## src/rtl/shift_op_sequencer.sv

```systemverilog
// rtl/shift_op_sequencer.sv - hardwired fetch/execute sequencer for reg-reg shift/rotate instructions
// Optional feature: define SHSEQ_ROTATE_EN to decode ROR/ROL; otherwise they are illegal.
module shift_op_sequencer #(
    parameter int NUM_REGS   = 16,
    parameter int REG_ADDR_W = 4,
    parameter int IR_W       = 32
) (
    input  logic                clk,
    input  logic                clr,
    input  logic                start,
    input  logic                mem_ack,
    input  logic [IR_W-1:0]     ir,
    output logic [NUM_REGS-1:0] Rout,
    output logic [NUM_REGS-1:0] Rin,
    output logic                PCout,
    output logic                PCin,
    output logic                IncPC,
    output logic                MARin,
    output logic                MDRin,
    output logic                MDRout,
    output logic                IRin,
    output logic                Yin,
    output logic                Zin,
    output logic                Zlowout,
    output logic                Read,
    output logic [2:0]          alu_op,
    output logic                busy,
    output logic                done,
    output logic                illegal
);

    localparam int OPC_W   = 5;
    localparam int OPC_LSB = IR_W - OPC_W;
    localparam int RA_LSB  = OPC_LSB - REG_ADDR_W;
    localparam int RB_LSB  = RA_LSB - REG_ADDR_W;
    localparam int RC_LSB  = RB_LSB - REG_ADDR_W;

    localparam logic [REG_ADDR_W:0]   REG_LIMIT = (REG_ADDR_W + 1)'(NUM_REGS);
    localparam logic [NUM_REGS-1:0]   ONE_HOT0  = {{(NUM_REGS-1){1'b0}}, 1'b1};

    typedef enum logic [2:0] {
        S_IDLE, S_T0, S_T1, S_T1W, S_T2, S_T3, S_T4, S_T5
    } state_t;

    state_t                state_q, state_d;
    logic [OPC_W-1:0]      opc_q;
    logic [REG_ADDR_W-1:0] ra_q, rb_q, rc_q;

    logic       opc_ok;
    logic       legal;
    logic [2:0] alu_dec;

    // Bits below the rc field carry no meaning for this instruction class.
    logic unused_ir;
    assign unused_ir = ^ir[RC_LSB-1:0];

    always_ff @(posedge clk or negedge clr) begin
        if (!clr) begin
            state_q <= S_IDLE;
            opc_q   <= '0;
            ra_q    <= '0;
            rb_q    <= '0;
            rc_q    <= '0;
        end else begin
            state_q <= state_d;
            if (state_q == S_T2) begin
                opc_q <= ir[OPC_LSB +: OPC_W];
                ra_q  <= ir[RA_LSB +: REG_ADDR_W];
                rb_q  <= ir[RB_LSB +: REG_ADDR_W];
                rc_q  <= ir[RC_LSB +: REG_ADDR_W];
            end
        end
    end

    always_comb begin
        opc_ok  = 1'b1;
        alu_dec = 3'b000;
        case (opc_q)
            5'b00101: alu_dec = 3'b001;
            5'b00110: alu_dec = 3'b010;
            5'b00111: alu_dec = 3'b011;
`ifdef SHSEQ_ROTATE_EN
            5'b01000: alu_dec = 3'b100;
            5'b01001: alu_dec = 3'b101;
`endif
            default:  opc_ok  = 1'b0;
        endcase
        legal = opc_ok
              && ({1'b0, ra_q} < REG_LIMIT)
              && ({1'b0, rb_q} < REG_LIMIT)
              && ({1'b0, rc_q} < REG_LIMIT);
    end

    // Moore decode: every strobe is a function of state_q and the latched fields only.
    always_comb begin
        state_d = state_q;
        Rout    = '0;
        Rin     = '0;
        PCout   = 1'b0;
        PCin    = 1'b0;
        IncPC   = 1'b0;
        MARin   = 1'b0;
        MDRin   = 1'b0;
        MDRout  = 1'b0;
        IRin    = 1'b0;
        Yin     = 1'b0;
        Zin     = 1'b0;
        Zlowout = 1'b0;
        Read    = 1'b0;
        alu_op  = 3'b000;
        busy    = (state_q != S_IDLE);
        done    = 1'b0;
        illegal = 1'b0;
        case (state_q)
            S_IDLE: if (start) state_d = S_T0;
            S_T0: begin
                PCout   = 1'b1;
                MARin   = 1'b1;
                IncPC   = 1'b1;
                Zin     = 1'b1;
                state_d = S_T1;
            end
            S_T1: begin
                Zlowout = 1'b1;
                PCin    = 1'b1;
                Read    = 1'b1;
                MDRin   = 1'b1;
                state_d = mem_ack ? S_T2 : S_T1W;
            end
            S_T1W: begin
                Read  = 1'b1;
                MDRin = 1'b1;
                if (mem_ack) state_d = S_T2;
            end
            S_T2: begin
                MDRout  = 1'b1;
                IRin    = 1'b1;
                state_d = S_T3;
            end
            S_T3: begin
                if (legal) begin
                    Rout    = ONE_HOT0 << rb_q;
                    Yin     = 1'b1;
                    state_d = S_T4;
                end else begin
                    illegal = 1'b1;
                    state_d = S_IDLE;
                end
            end
            S_T4: begin
                Rout    = ONE_HOT0 << rc_q;
                Zin     = 1'b1;
                alu_op  = alu_dec;
                state_d = S_T5;
            end
            S_T5: begin
                Zlowout = 1'b1;
                Rin     = ONE_HOT0 << ra_q;
                done    = 1'b1;
                state_d = S_IDLE;
            end
            default: state_d = S_IDLE;
        endcase
    end

endmodule

```

## config.mk

```make
export PLATFORM = sky130hd
export DESIGN_NAME = shift_op_sequencer
export DESIGN_NICKNAME = d
export VERILOG_FILES = /design/src/rtl/shift_op_sequencer.sv
export SDC_FILE = /design/constraint.sdc
export NUM_CORES = 1
export LEC_CHECK = 0
export CAP_MARGIN = 15
export CORE_ASPECT_RATIO = 0.9
export CORE_MARGIN = 4
export CORE_UTILIZATION = 38
export CTS_BUF_LIST = sky130_fd_sc_hd__clkbuf_8
export CTS_CLUSTER_SIZE = 24
export DETAILED_ROUTE_END_ITERATION = 16
export GPL_ROUTABILITY_DRIVEN = 0
export MAX_ROUTING_LAYER = met4
export PLACE_DENSITY = 0.83
export SLEW_MARGIN = 10
export SYNTH_ARGS = -nofsm -noshare
export SYNTH_HDL_FRONTEND = slang
export SYNTH_SLANG_ARGS = --single-unit
```

## constraint.sdc

```tcl
create_clock -name clk -period 1.95 [get_ports clk]
set_input_delay 0.2925 -clock clk [delete_from_list [all_inputs] [get_ports clk]]
set_output_delay 0.2925 -clock clk [all_outputs]
set_load 0.005 [all_outputs]
```

### After elaboration in Yosys (flattened, before gate mapping)

Cells that the tools add are included.

* equality and inequality tests: 12
* shift-type cells: 3
* mux-type cells: 22
* reductions and logical operators: 7

Operators with widths (number)
* 1-bit by 4-bit left shift with 16-bit output (first input constant): 3
* 16-bit two-way mux: 2
* 16-bit one-hot mux with 2 select lines: 1
* 3-bit one-hot mux with 8 select lines: 1
* 5-bit by 3-bit == test with 1-bit output (second input constant): 3
* 3-bit two-way mux: 5
* 3-bit == test (second input constant): 4
* 1-bit two-way mux: 12
* 3-bit by 2-bit == test with 1-bit output (second input constant): 2
* 2-bit one-hot mux with 3 select lines: 1
* 2-bit OR reduction: 3
* 2-bit != test (second input constant): 2
* 3-bit by 1-bit == test with 1-bit output (second input constant): 1
* 3-bit zero test: 1
* 3-bit nonzero test: 1
* 3-bit OR reduction: 1
* 2-bit AND reduction: 1

* register bits after elaboration: 20
* input port bits: 36
* output and inout bits: 49
* word-level logic and storage cells: 49

### Longest topological paths before layout

Gate-level depths: netlist of the first run.

* depth after elaboration: 5
* gate-level depth with buffers: 5
* gate-level depth less buffers: 4

### Least setup slack after synthesis of the first run

Ideal clock, no wire load.

* kind: register -> output
* start point: register opc_q[3]
* end point: output port Rout[10]
* data arrival time: 1.181 ns
* required time: 1.657 ns
* setup slack: 0.476 ns
* stages on the path, launching flop included: 4
* path buffers: 0
* cells stage by stage: dfrtp_1 > nor3b_2 > nand3_1 > o32ai_1

* longest elaborated chain between the ends: 5
* elaborated cells on any way between the ends: 7
* those cells by class: eq/ne: 3; mux: 3; reduce/logical: 1

RTL lines
* from (decl): RTL line 46 `logic [OPC_W-1:0] opc_q;`
* from (signal assigned): RTL line 67 `opc_q <= ir[OPC_LSB +: OPC_W];`
* 5-bit by 3-bit == test with 1-bit output: RTL line 78 `case (opc_q)`
* 3-bit OR reduction (no line) *
* 1-bit two-way mux *: RTL line 78
* 16-bit two-way mux *: RTL line 141 `if (legal) begin`
* 16-bit one-hot mux with 2 select lines *: RTL line 114 `case (state_q)`
* to (decl): RTL line 13 `output logic [NUM_REGS-1:0] Rout,`

Mark *: on every way between the ends. The rest lies on a longest branch, timed or not.

### Worst setup path in the final report of the first run

* start point: register state_q[0]
* end point: output port Rout[1]

* longest elaborated chain between the ends: 2
* elaborated cells on any way between the ends: 3
* those cells by class: eq/ne: 2; mux: 1

RTL lines
* from (decl): RTL line 45 `state_t state_q, state_d;`
* from (signal assigned): RTL line 65 `state_q <= state_d;`
* 3-bit == test: RTL line 114
* 16-bit one-hot mux with 2 select lines *: RTL line 114

Marked as above.

==> run metrics, run 1 <==
clock skew=between 0.002 and 0.003 ns; met2 WL=2782 um; clock slew at reported path FFs=0.08 ns; failing checks=negative setup slack; maximum vdd drop=between 0.0009 and 0.001 V; Initial Util=roughly two fifths; Die W=a little over 70 um; Int Pwr=~1.9 mW; Filler Cells Inserted=239; largest net degree at the start of global routing=21; first-pass GRT wire length=slightly below 8000 um; post-synth top area cell=dfrtp_1; Hold Vio Cnt, Final=0; Mapped Cells=~150; IO Port Bufs=slightly below 70; vias in the first global route=about 1.7k; initial antenna violation count=0; fin nets=between 200 and 300; most common cell in the netlist=dfrtp_1; Post-synth EDFFs=0; # H-tree levels=1; Rows=20; initial drt markers=around 70; clock power share=under 10%; TritonCTS clock tree=done; Post-synth top flop=dfrtp_1; Gate power share=61.3%; highest routed layer=met4; TritonRoute pass-1 iters=4; Min Clock Period, post-route=2.067 ns; WHS=between 0.3 and 0.4 ns; Netlist cell types=36; share of layout cells above drive strength 1=51.53%; Synth top area share=36.83%; Via density=approximately 5.4; TritonCTS Sinks=20; reported max-cap violation count=0; most frequent CP cell=buf_6; hold crit path type=input port to asynchronous set/reset pin; Clock Latency Late Sink=~0.26 ns; Crit-path slowest cell=dfrtp_2; drt drc=0; TritonCTS Buffers=3; Data required, critical path=about 1.7 ns; CP cell instances=buf_6 -> and3b_2 -> nand4_1 -> buf_4 -> buf_6 -> o32ai_4 -> buf_2; Sw Ratio=a little over two fifths; via count=1643; global route overflow=0; full die area=between 0.004 and 0.005 sq mm; Core Area=approximately 0.0034 sq mm; Post-Syn Area=0.001359 sq mm; Pleak=between 1 and 1.5 nW; wire per inst=approximately 17 um; Pwr Total=3.319 mW; synth cell count leaders=dfrtp_1, mux2_2, nor2_1; status=finished, violations left; Die H=~65 um; area added between synthesis and finish=91.53%; CP Max Fanout=5; clock tree buffer depth=2; Sequential Area=between 500 and 600 sq um; Post-DP HPWL=3057 um; final setup margin=-0.1172 ns; Post-synth ARST share=100.0%; Slew Viols, Final=0; Pwr Density=between 1000 and 1500 mW/mm^2; Yosys reg bits=20; fmax=around 0.48 GHz; Antenna Cells=0; GRT Total Usage=22.03%; routed wire length=~5300 um; r2r startpoint=state_q[0]; sequential area share after synthesis=between 30% and 40%; CP Launch Point=state_q[0]; met3 wire len=293 um; routed metal-1 wire length=slightly above 2000 um; num ports=85; worst reg2reg path depth=7; Multi-input gate area=979.7 sq um; crit path DAT=~1.8 ns; switching power=1.407 mW; delay of the slowest critical-path stage=~0.38 ns; dominant cells by area after synthesis=dfrtp_1, mux2_2, nand2b_1; kind of critical path=flop to primary output; syn avg cell area=9.307 sq um; fin crit share=106.0%; crit start category=flop; Seq pwr share=between 20% and 30%; yosys warns=0; Syn Nets=between 150 and 200; Crit. End Element=primary output; RSZ-0062 raised after global routing=yes; CTS Root Cell=clkbuf_8; final setup violation count=12; Final ANT Viol Nets=0
-- final timing paths --
check,to,slack [ns]
min in group clk,opc_q[2],0.53
worst max-delay path,Rout[1],-0.12
worst min-delay path,state_q[0],0.36
max in group asynchronous,state_q[2],1.35
worst min register to register,opc_q[2],0.53
worst max register to register,rc_q[1],0.10
-- stage by stage --
stage	setup WS, ns	TNS (ns)	instance area, sq um	util, %	std cells
3_3_place_gp	-0.1201	-1.120	2192	64.41	271
4_1_cts	-0.1923	-0.7517	2529	74.30	299
5_1_grt	-0.2212	-2.089	2603	76.47	306
2_1_floorplan	0.4763	0	1359	-	146
6_report	-0.1172	-0.7193	2603	76.47	306
3_5_place_dp	-0.1892	-1.930	2192	64.41	271
-- timing repair --
item / CTS / global route
hold buffers: 0 / 0
resized for setup: 124 / 43
setup buffers: 25 / 8
setup endpoints to repair: 43 / 32
pin swaps: 23 / 10
gates cloned: 0 / 1
-- cell families (layout without fill, tap and decap cells) --
logic type,Yosys count,after routing,synth area share (%)
buffers and inverters,15,131,6.906
multiplexers,17,17,14.09
flip-flops,20,20,36.83
other,1,1,0.2760
AND/OR/NAND/NOR,71,71,30.39
AO/OA/AOI/OAI,22,22,11.51
-- worst max-delay path, delay by kind of cell (launching register included) --
family          cells  cell delay (ns)
flops               1             0.38
buf+inv             4             0.56
compound gates      1             0.19
simple gates        2             0.37
-- metal layers --
layer,vias to the layer above,global-route usage (%)
met5,-,-
met1,776,22.83
met4,0,11.50
met3,25,5.116
li1,769,-
met2,73,38.89
-- layout make-up --
cell class,instances,area share (%)
sequential,20,19.33
multi-input combinational,111,37.64
clock buffer,4,2.115
tap,44,2.115
inverter,5,0.9135
timing repair buffer,122,37.88
-- state kept, by name, indices dropped and copies added (netlist names) --
register / flops
opc_q: 5
ra_q: 4
rb_q: 4
rc_q: 4
state_q: 3
-- power groups by stage --
| stage | logic [mW] | clock network, mW | registers, mW |
|---|---|---|---|
| finish | 2.04 | 0.329 | 0.955 |
| detailed placement | 1.57 | 0 | 0.873 |
| floorplan | 0.933 | 0 | 0.821 |
| global route | 2.18 | 0.360 | 0.995 |
| CTS | 1.78 | 0.329 | 0.890 |
| global placement | 1.53 | 0 | 0.857 |
-- layout by cell type (no fill, tap or decap), drive strengths merged, types with 5 or more instances in the layout --
master	Yosys	layout
buf	10	70
clkbuf	0	12
clkdlybuf4s50	0	22
dfrtp	20	20
dlygate4sd2	0	20
inv	5	5
mux2	17	17
nand2	5	5
nand2b	13	13
nand3	5	5
nand3b	5	5
nor2	18	18
nor3	7	7
o22ai	9	9
(Power assumes the default switching activity.)
==> inputs of run 2 (changes only) <==
- RECOVER_POWER: default -> 50
==> run metrics, run 2 (same netlist as run 1, synthesis figures left out) <==
Crit. End Element=primary output; max_slew headroom=a little under a quarter; Rows=20; CP Max Fanout=4; # H-tree levels=1; Most flops, register=opc_q; leading cell type in the layout, fill and taps excluded=buf_4; Sequential Area=about 500 sq um; GRT met2 Usage=a little under 40%; routed wire length=around 5300 um; TritonRoute pass-1 iters=4; initial antenna violation count=0; grt met1 use=around 23%; crit start category=flop; Core Area=approximately 0.0034 sq mm; met3 GRT Util=a little over 5%; reported max-cap violation count=0; GRT Total Usage=roughly 22%; CTS Hold Bufs=0; crit path DAT=1.77 ns; CP cell instances=nor3b_4 -> nand4_1 -> buf_4 -> buf_6 -> o32ai_4 -> buf_2; RSZ-0062 raised after global routing=yes; Filler Cells Inserted=roughly 250; Min Clock Period, post-route=2.063 ns; global route hottest layer=met2; status=finished, violations left; largest net degree at the start of global routing=21; vias in the first global route=~1.7k; fin crit share=105.8%; Pwr Total=3.237 mW; Die W=71.03 um; Data required, critical path=1.66 ns; clock skew=~0.0027 ns; Final ANT Viol Nets=0; TritonCTS Buffers=3; Largest delay share family, worst path=simple AND/OR/NAND/NOR gates; final setup violation count=19; Placed Cells=~270; clock tree buffer depth=2; wire per inst=roughly 17 um; Pleak=around 1.2 nW; r2r startpoint=state_q[0]; max reg flops=5; kind of critical path=flop to primary output; Initial Util=between 30% and 40%; CP Launch Point=opc_q[3]; drt drc=0; Die H=64.73 um; global route overflow=0; failing checks=negative setup slack; area added between synthesis and finish=88.77%; via count=about 1.6k; IO Port Bufs=just under 70; initial drt markers=74; final std cells w/o fill=between 300 and 400; CTS Root Cell=clkbuf_8; num ports=85; TritonCTS Sinks=20; TritonCTS clock tree=done; Slew Viols, Final=0; final setup margin=-0.1130 ns; hold crit path type=flop to flop; first-pass GRT wire length=roughly 7800 um; Worst Max-Slew Pin Slew=1.144 ns; Pwr Density=between 1000 and 1500 mW/mm^2; Multi-input gate area=959.7 sq um; share of layout cells above drive strength 1=between 40 and 50%; maximum vdd drop=between 0.0009 and 0.001 V; min-delay src=opc_q[2]; CP Buf/Inv Count=3; Clock Latency Late Sink=between 0.2 and 0.3 ns; delay of the slowest critical-path stage=0.42 ns; Crit-path slowest cell=dfrtp_1; fmax=between 0.4 and 0.5 GHz; fin nets=299; full die area=0.004598 sq mm; Hold Vio Cnt, Final=0; Via density=around 5.3; most frequent cells in the layout=buf_4, clkdlybuf4s50_1, dlygate4sd2_1, dfrtp_1; clock slew at reported path FFs=~0.080 ns; Post-DP HPWL=between 3000 and 4000 um; Antenna Cells=0
-- run 2: area by class of cell --
type                       count  share of cell area [%]
multi-input combinational    111                   37.41
timing repair buffer         122                   37.85
sequential                    20                   19.61
tap                           44                   2.146
inverter                       5                  0.8293
clock buffer                   4                   2.146
-- run 2: final timing paths --
| kind | to | slack (ns) | depth (start not counted) |
|---|---|---|---|
| setup / recovery | Rout[1] | -0.11 | 6 |
| hold / removal | opc_q[2] | 0.53 | 1 |
| setup reg to reg | rc_q[1] | 0.11 | 7 |
| hold reg to reg | opc_q[2] | 0.53 | 1 |
| max in group asynchronous | state_q[2] | 0.43 | 2 |
| min in group asynchronous | state_q[0] | 0.77 | 2 |
-- run 2: stage by stage --
| stage | hold slack (ns) | utilization, % | worst slack, ns | setup TNS (ns) | area [sq um] |
|---|---|---|---|---|---|
| after global routing | 0.5724 | 75.37 | -0.2212 | -3.636 | 2565 |
| after CTS | 0.3754 | 74.30 | -0.1923 | -0.7517 | 2529 |
| after detailed placement | 0.5045 | 64.41 | -0.1892 | -1.930 | 2192 |
| final | 0.5324 | 75.37 | -0.1130 | -1.074 | 2565 |
| after floorplan | -0.003091 | - | 0.4763 | 0 | 1359 |
| after global placement | 0.4837 | 64.41 | -0.1201 | -1.120 | 2192 |
-- run 2: layer usage --
metal	share of wire (%)	up-vias
met3	5.7	23
met1	38	768
li1	-	768
met5	0	-
met4	3.9	0
met2	53	67
-- run 2: report_power, final --
part	leakage [nW]	total, mW	internal (mW)	switching (mW)
clock	0.0288	0.327	0.180	0.147
combinational	0.939	1.97	1.06	0.909
sequential	0.236	0.944	0.633	0.311
-- run 2: what timing repair did --
item                                    CTS  global route
gates resized for setup                 124            43
endpoints found under the setup margin   43            32
cloned                                    0             1
buffers inserted                         25             8
endpoints found under the hold margin     0             0
pin swaps                                23            10
==> inputs of run 3 (changes only) <==
- CORE_UTILIZATION: 38 -> 34
- PLACE_DENSITY: 0.83 -> 0.78
- clock period: 1.95 -> 1.72 ns (I/O delays scaled with it)
==> run metrics, run 3 (same netlist as run 1, synthesis figures left out) <==
status=finished, violations left; failing checks=negative setup slack; fin area=0.002644 sq mm; clock skew=roughly 0.0064 ns; fmax=roughly 0.5 GHz; CP Max Fanout=4; vias in the first global route=roughly 1.6k; GRT Total Usage=20.33%; final setup violation count=30; Clock Latency Late Sink=around 0.25 ns; TritonCTS Sinks=20; CTS Hold Bufs=0; routed wire length=roughly 5100 um; crit path DAT=roughly 1.8 ns; Crit. End Element=primary output; maximum vdd drop=just over 0.0006 V; Pwr Density=~1400 mW/mm^2; share of layout cells above drive strength 1=just under 60%; Final ANT Viol Nets=0; fin crit share=117.1%; delay of the slowest critical-path stage=between 0.4 and 0.5 ns; Post-DP HPWL=between 3000 and 4000 um; max_slew headroom=27.02%; Data required, critical path=1.46 ns; Most flops, register=opc_q; hold crit path type=flop to flop; RSZ-0062 raised after global routing=yes; Critical Path Stages=5; Min Clock Period, post-route=around 2.0 ns; Slew Viols, Final=0; leading cell type in the layout, fill and taps excluded=buf_2; clock tree buffer depth=2; worst reg2reg path depth=6; setup_tns=-4.356 ns; Pleak=1.216 nW; Die H=between 60 and 70 um; IO Port Bufs=between 60 and 70; CTS Root Cell=clkbuf_8; wire per inst=approximately 17 um; area of placed instances=approximately 0.0022 sq mm; Via density=5.308; Setup crit end=Rout[11]; r2r startpoint=state_q[1]; most frequent cells in the layout=buf_2, buf_4, buf_6, clkdlybuf4s50_1, dfrtp_1; Core Area=roughly 0.0038 sq mm; Filler Cells Inserted=roughly 300; reported max-cap violation count=0; Largest delay share family, worst path=simple AND/OR/NAND/NOR gates; TritonCTS clock tree=done; Crit-path slowest cell=dfrtp_1; Rows=21; drt drc=0; TritonCTS Buffers=3; first-pass GRT wire length=~7700 um; largest net degree at the start of global routing=21; Hold Vio Cnt, Final=0; Antenna Cells=0; # H-tree levels=1; full die area=a little over 0.005 sq mm; reg-to-reg setup timing slack=0.05 ns; Worst R2R End=rc_q[0]; max reg flops=5; Worst Max-Slew Pin Slew=1.095 ns; area added between synthesis and finish=94.57%; Initial Util=35.91%; global route overflow=0; CP Launch Point=opc_q[3]; kind of critical path=flop to primary output; num ports=85; clock slew at reported path FFs=0.07 ns; initial antenna violation count=0; TritonRoute pass-1 iters=4; crit start category=flop; via count=about 1.6k; fin nets=297; final setup margin=-0.2937 ns; initial drt markers=58; CP Buf/Inv Count=2; CP cell instances=nor3b_4 -> nand4_1 -> buf_6 -> o22ai_2 -> buf_2; WHS=about 0.51 ns; Die W=74.64 um
==> run 3: repair_timing <==
item                       in CTS  in global routing
buffers inserted               25                  6
cloned                          0                  1
resized for setup             204                 30
pin swaps                      33                 19
setup endpoints to repair      48                 63
==> run 3: final cells by class <==
class	instances	area, sq um	area share [%]
Timing Repair Buffer	120	1015	38.38
Multi-Input combinational cell	111	1007	38.10
Sequential cell	20	504.2	19.07
Tap cell	46	57.56	2.177
Clock buffer	3	41.29	1.562
Inverter	5	18.77	0.7099
==> run 3: worst reg2reg max path, delay by kind of cell (launching register included) <==
kind / cells / cell delay [ns]
and+or+nand+nor: 2 / 0.38
DFF: 1 / 0.45
buffers and inverters: 3 / 0.42
muxes: 1 / 0.33
==> run 3: report_power, final <==
group          total (mW)  leakage [nW]  internal (mW)  switching, mW
logic                2.41         0.960           1.35           1.06
registers            1.06         0.235          0.721          0.338
clock network       0.301        0.0216          0.156          0.146
total                3.77          1.22           2.22           1.54
==> run 3: layer usage <==
metal  share of wire [%]  vias up  track usage [%]
met4                 1.5        0            6.889
li1                    -      759                -
met2                  54       61            36.07
met1                  38      791            23.69
met3                 5.7        8            2.643
met5                   0        -                -
==> run 3: stage by stage <==
step / total power, mW / utilization [%] / instances / setup slack, ns
final: 3.768 / 69.87 / 305 / -0.2937
after CTS: 3.503 / 67.43 / 304 / -0.2155
after floorplan: 1.988 / - / 146 / 0.2672
after detailed placement: 2.807 / 58.80 / 277 / -0.4681
after global placement: 2.744 / 58.80 / 277 / -0.3161
after global routing: 4.007 / 69.87 / 305 / -0.3289
==> run 3: worst min path at each step <==
stage	startpoint	to	cells after the start
5_1_grt	opc_q[2]	opc_q[2]	1
3_3_place_gp	opc_q[2]	opc_q[2]	1
2_1_floorplan	clr	opc_q[0]	0
6_report	opc_q[2]	opc_q[2]	1
4_1_cts	clr	ra_q[2]	2
3_5_place_dp	opc_q[2]	opc_q[2]	1
==> variant (flow settings as in run 3) <==
Encoding of `state_t`: now Gray code (3 bits for 8 states).
--- a/src/rtl/shift_op_sequencer.sv
+++ b/src/rtl/shift_op_sequencer.sv
@@ -39,7 +39,7 @@
     localparam logic [NUM_REGS-1:0]   ONE_HOT0  = {{(NUM_REGS-1){1'b0}}, 1'b1};
 
     typedef enum logic [2:0] {
-        S_IDLE, S_T0, S_T1, S_T1W, S_T2, S_T3, S_T4, S_T5
+        S_IDLE = 3'b000, S_T0 = 3'b001, S_T1 = 3'b011, S_T1W = 3'b010, S_T2 = 3'b110, S_T3 = 3'b111, S_T4 = 3'b101, S_T5 = 3'b100
     } state_t;
 
     state_t                state_q, state_d;
Check against the original RTL: no difference found for any inputs over 10 cycles, from zero or initial values; not proved beyond that.
==> variant against run 3 <==
The flow still finishes with violations (negative setup slack); count of clock-buffer cells in the layout rose by 1; sequential share of layout area fell by 0.16 points; synthesized cell count grew 2.1%; wire length rose by 12%; synthesized area fell by 1.4%; first-iteration DRC count is 120% higher; combinational power grew 16%; maximum frequency decreased by 8.4%; setup slack worse by 0.18 ns; power increased by 10%; final area barely moved; sequential cell count is the same; critical path type unchanged.
==> variant: results (changes against run 3) <==
* Num CTS Buffers at 3 (unchanged)
* Cell Count, Final, Fillers Out at 315 (+3.3%)
* Failing checks: negative setup slack
* Synth top area cells: dfrtp_1 37%, mux2_2 14%, nor2_1 5.3%
* Clk slew on worst S/H paths at 0.08 ns
* Clock Skew at 0.00793 ns (+0.00151 ns)
* Worst-margin pin slew at 1.13 ns (+0.0377 ns)
* Iter 0 DRT Violations at 125 (+120%)
* Post-Syn Nets at 185 (+1.6%)
* Commonest cells post-synth: 20 x dfrtp_1, 19 x nor2_1, 17 x mux2_2, 11 x nand2_1
* Mux contribution to synthesized area at 0.143 (+0.00197)
* XOR/XNOR Fraction of Synth Area at 0 (unchanged)
* Clock Latency Late Sink at 0.26 ns
* Max Root-Sink Buffers at 2 (unchanged)
* GRT Total Usage at 0.204 (+0.000927)
* H-Tree Depth at 1 (unchanged)
* Top FF cell, synth: dfrtp_1
* Root buf cell: clkbuf_8
* Maximum vdd drop at 1.04 mV (+71%)
* TritonRoute pass-1 iters at 4 (unchanged)
* # nets final at 306 (+3.0%)
* Number of setup violations in the final report at 47 (+57%)
* Sw power at 1.72 mW (+11%)
* Max reg flops at 5 (unchanged)
* Post-DP HPWL at 3240 microns (-2.8%)
* Routed WL at 5650 microns (+12%)
* Dpl cells at 282 (+1.8%)
* Arrival @ worst endpoint at 1.94 ns (+0.18 ns)
* Vias in the first global route at 1579 (-1.3%)
* Compound-cell area share of the yosys netlist at 0.122 (+0.00721)
* Vias at 1673 (+3.3%)
* Share of layout cells above drive strength 1 at 0.628 (+0.0491)
* P_leak at 1.22 nW (+0.62%)
* FFs w/ async S/R, synth at 1.00 (unchanged)
* Crit path max fanout at 4 (unchanged)
* Count of different cell masters after synthesis at 32 (-11%)
* N_diodes at 0 (unchanged)
* Pin count of the biggest net entering global routing at 21 (unchanged)
* Setup WS post-layout at -0.479 ns (-0.185 ns)
* Status: finished, violations left
* Syn Inst Count at 149 (+2.1%)
* Register area share after synthesis at 0.373 (+0.00516)
* First-pass GRT wire length at 7760 microns (+0.71%)
-- variant: changes by cell type in the layout (fill, tap and decap cells not counted), moves of 4 or more --
cell / delta
buf_4: +13
buf_6: -6
nor2_1: -4
nand2b_4: -4
clkbuf_2: +4
dlygate4sd2_1: -7
nand2_1: +7
-- variant: metrics by stage --
| step | power [mW] | utilization | instance area (sq um) | setup TNS [ns] | setup slack [ns] |
|---|---|---|---|---|---|
| global placement | 2.96 | 0.600 | 2260 | -14.32 | -0.564 |
| detailed placement | 3.02 | 0.600 | 2260 | -15.44 | -0.629 |
| global route | 4.40 | 0.704 | 2650 | -16.42 | -0.543 |
| CTS | 3.61 | 0.655 | 2460 | -10.10 | -0.521 |
| floorplan | 2.00 | - | 1360 | -0.00466 | -0.00337 |
| finish | 4.15 | 0.704 | 2650 | -13.75 | -0.479 |
-- variant: per-layer routing --
layer	track usage	part of all wire	wire length, microns	up-vias
li1	-	-	-	772
met1	0.282	0.41	2310	801
met2	0.314	0.50	2810	86
met3	0.0223	0.075	423	14
met4	0.0611	0.020	112	0
met5	-	0	0	-
-- variant: power by group through the flow --
| stage | logic [mW] | clock network [mW] | registers (mW) |
|---|---|---|---|
| after global placement | 2.05 | 0 | 0.911 |
| after global routing | 3.01 | 0.399 | 1.00 |
| final | 2.80 | 0.373 | 0.979 |
| after floorplan | 1.11 | 0 | 0.893 |
| after detailed placement | 2.09 | 0 | 0.923 |
| after CTS | 2.32 | 0.369 | 0.918 |
-- variant: worst max-delay path: stages, from the launching register on --
cell     delay, ns
dfrtp_1       0.39
or3b_4        0.42
or4_4         0.48
buf_4         0.16
o22ai_2       0.09
buf_2         0.14
-- variant: what timing repair did --
item,4_1_cts,5_1_grt
pin swaps,25,21
buffers inserted,18,10
resized for setup,207,36
hold endpoints to repair,0,0
gates cloned,1,1
endpoints found under the setup margin,48,62
-- variant: path summary, 6_finish.rpt --
check | from | endpoint | slack (ns) | cells past startpoint
max reg2reg | state_q[0]$_DFFE_PN0P_ | opc_q[2]$_DFFE_PN0P_ | -0.08 | 7
min | opc_q[2]$_DFFE_PN0P_ | opc_q[2]$_DFFE_PN0P_ | 0.51 | 1
max | opc_q[3]$_DFFE_PN0P_ | Rout[7] | -0.48 | 5
max in group asynchronous | clr | rc_q[1]$_DFFE_PN0P_ | 0.32 | 2
min in group asynchronous | clr | opc_q[3]$_DFFE_PN0P_ | 0.72 | 2
min reg2reg | opc_q[2]$_DFFE_PN0P_ | opc_q[2]$_DFFE_PN0P_ | 0.51 | 1
-- variant: cell type report --
class / instances / area, sq um
clock buffers: 4 / 55.1
fillers: 277 / 1110
inverters: 4 / 20.0
multi-input cells: 113 / 987
flip-flops and latches: 20 / 500
well taps: 46 / 57.6
repair buffers: 128 / 1030
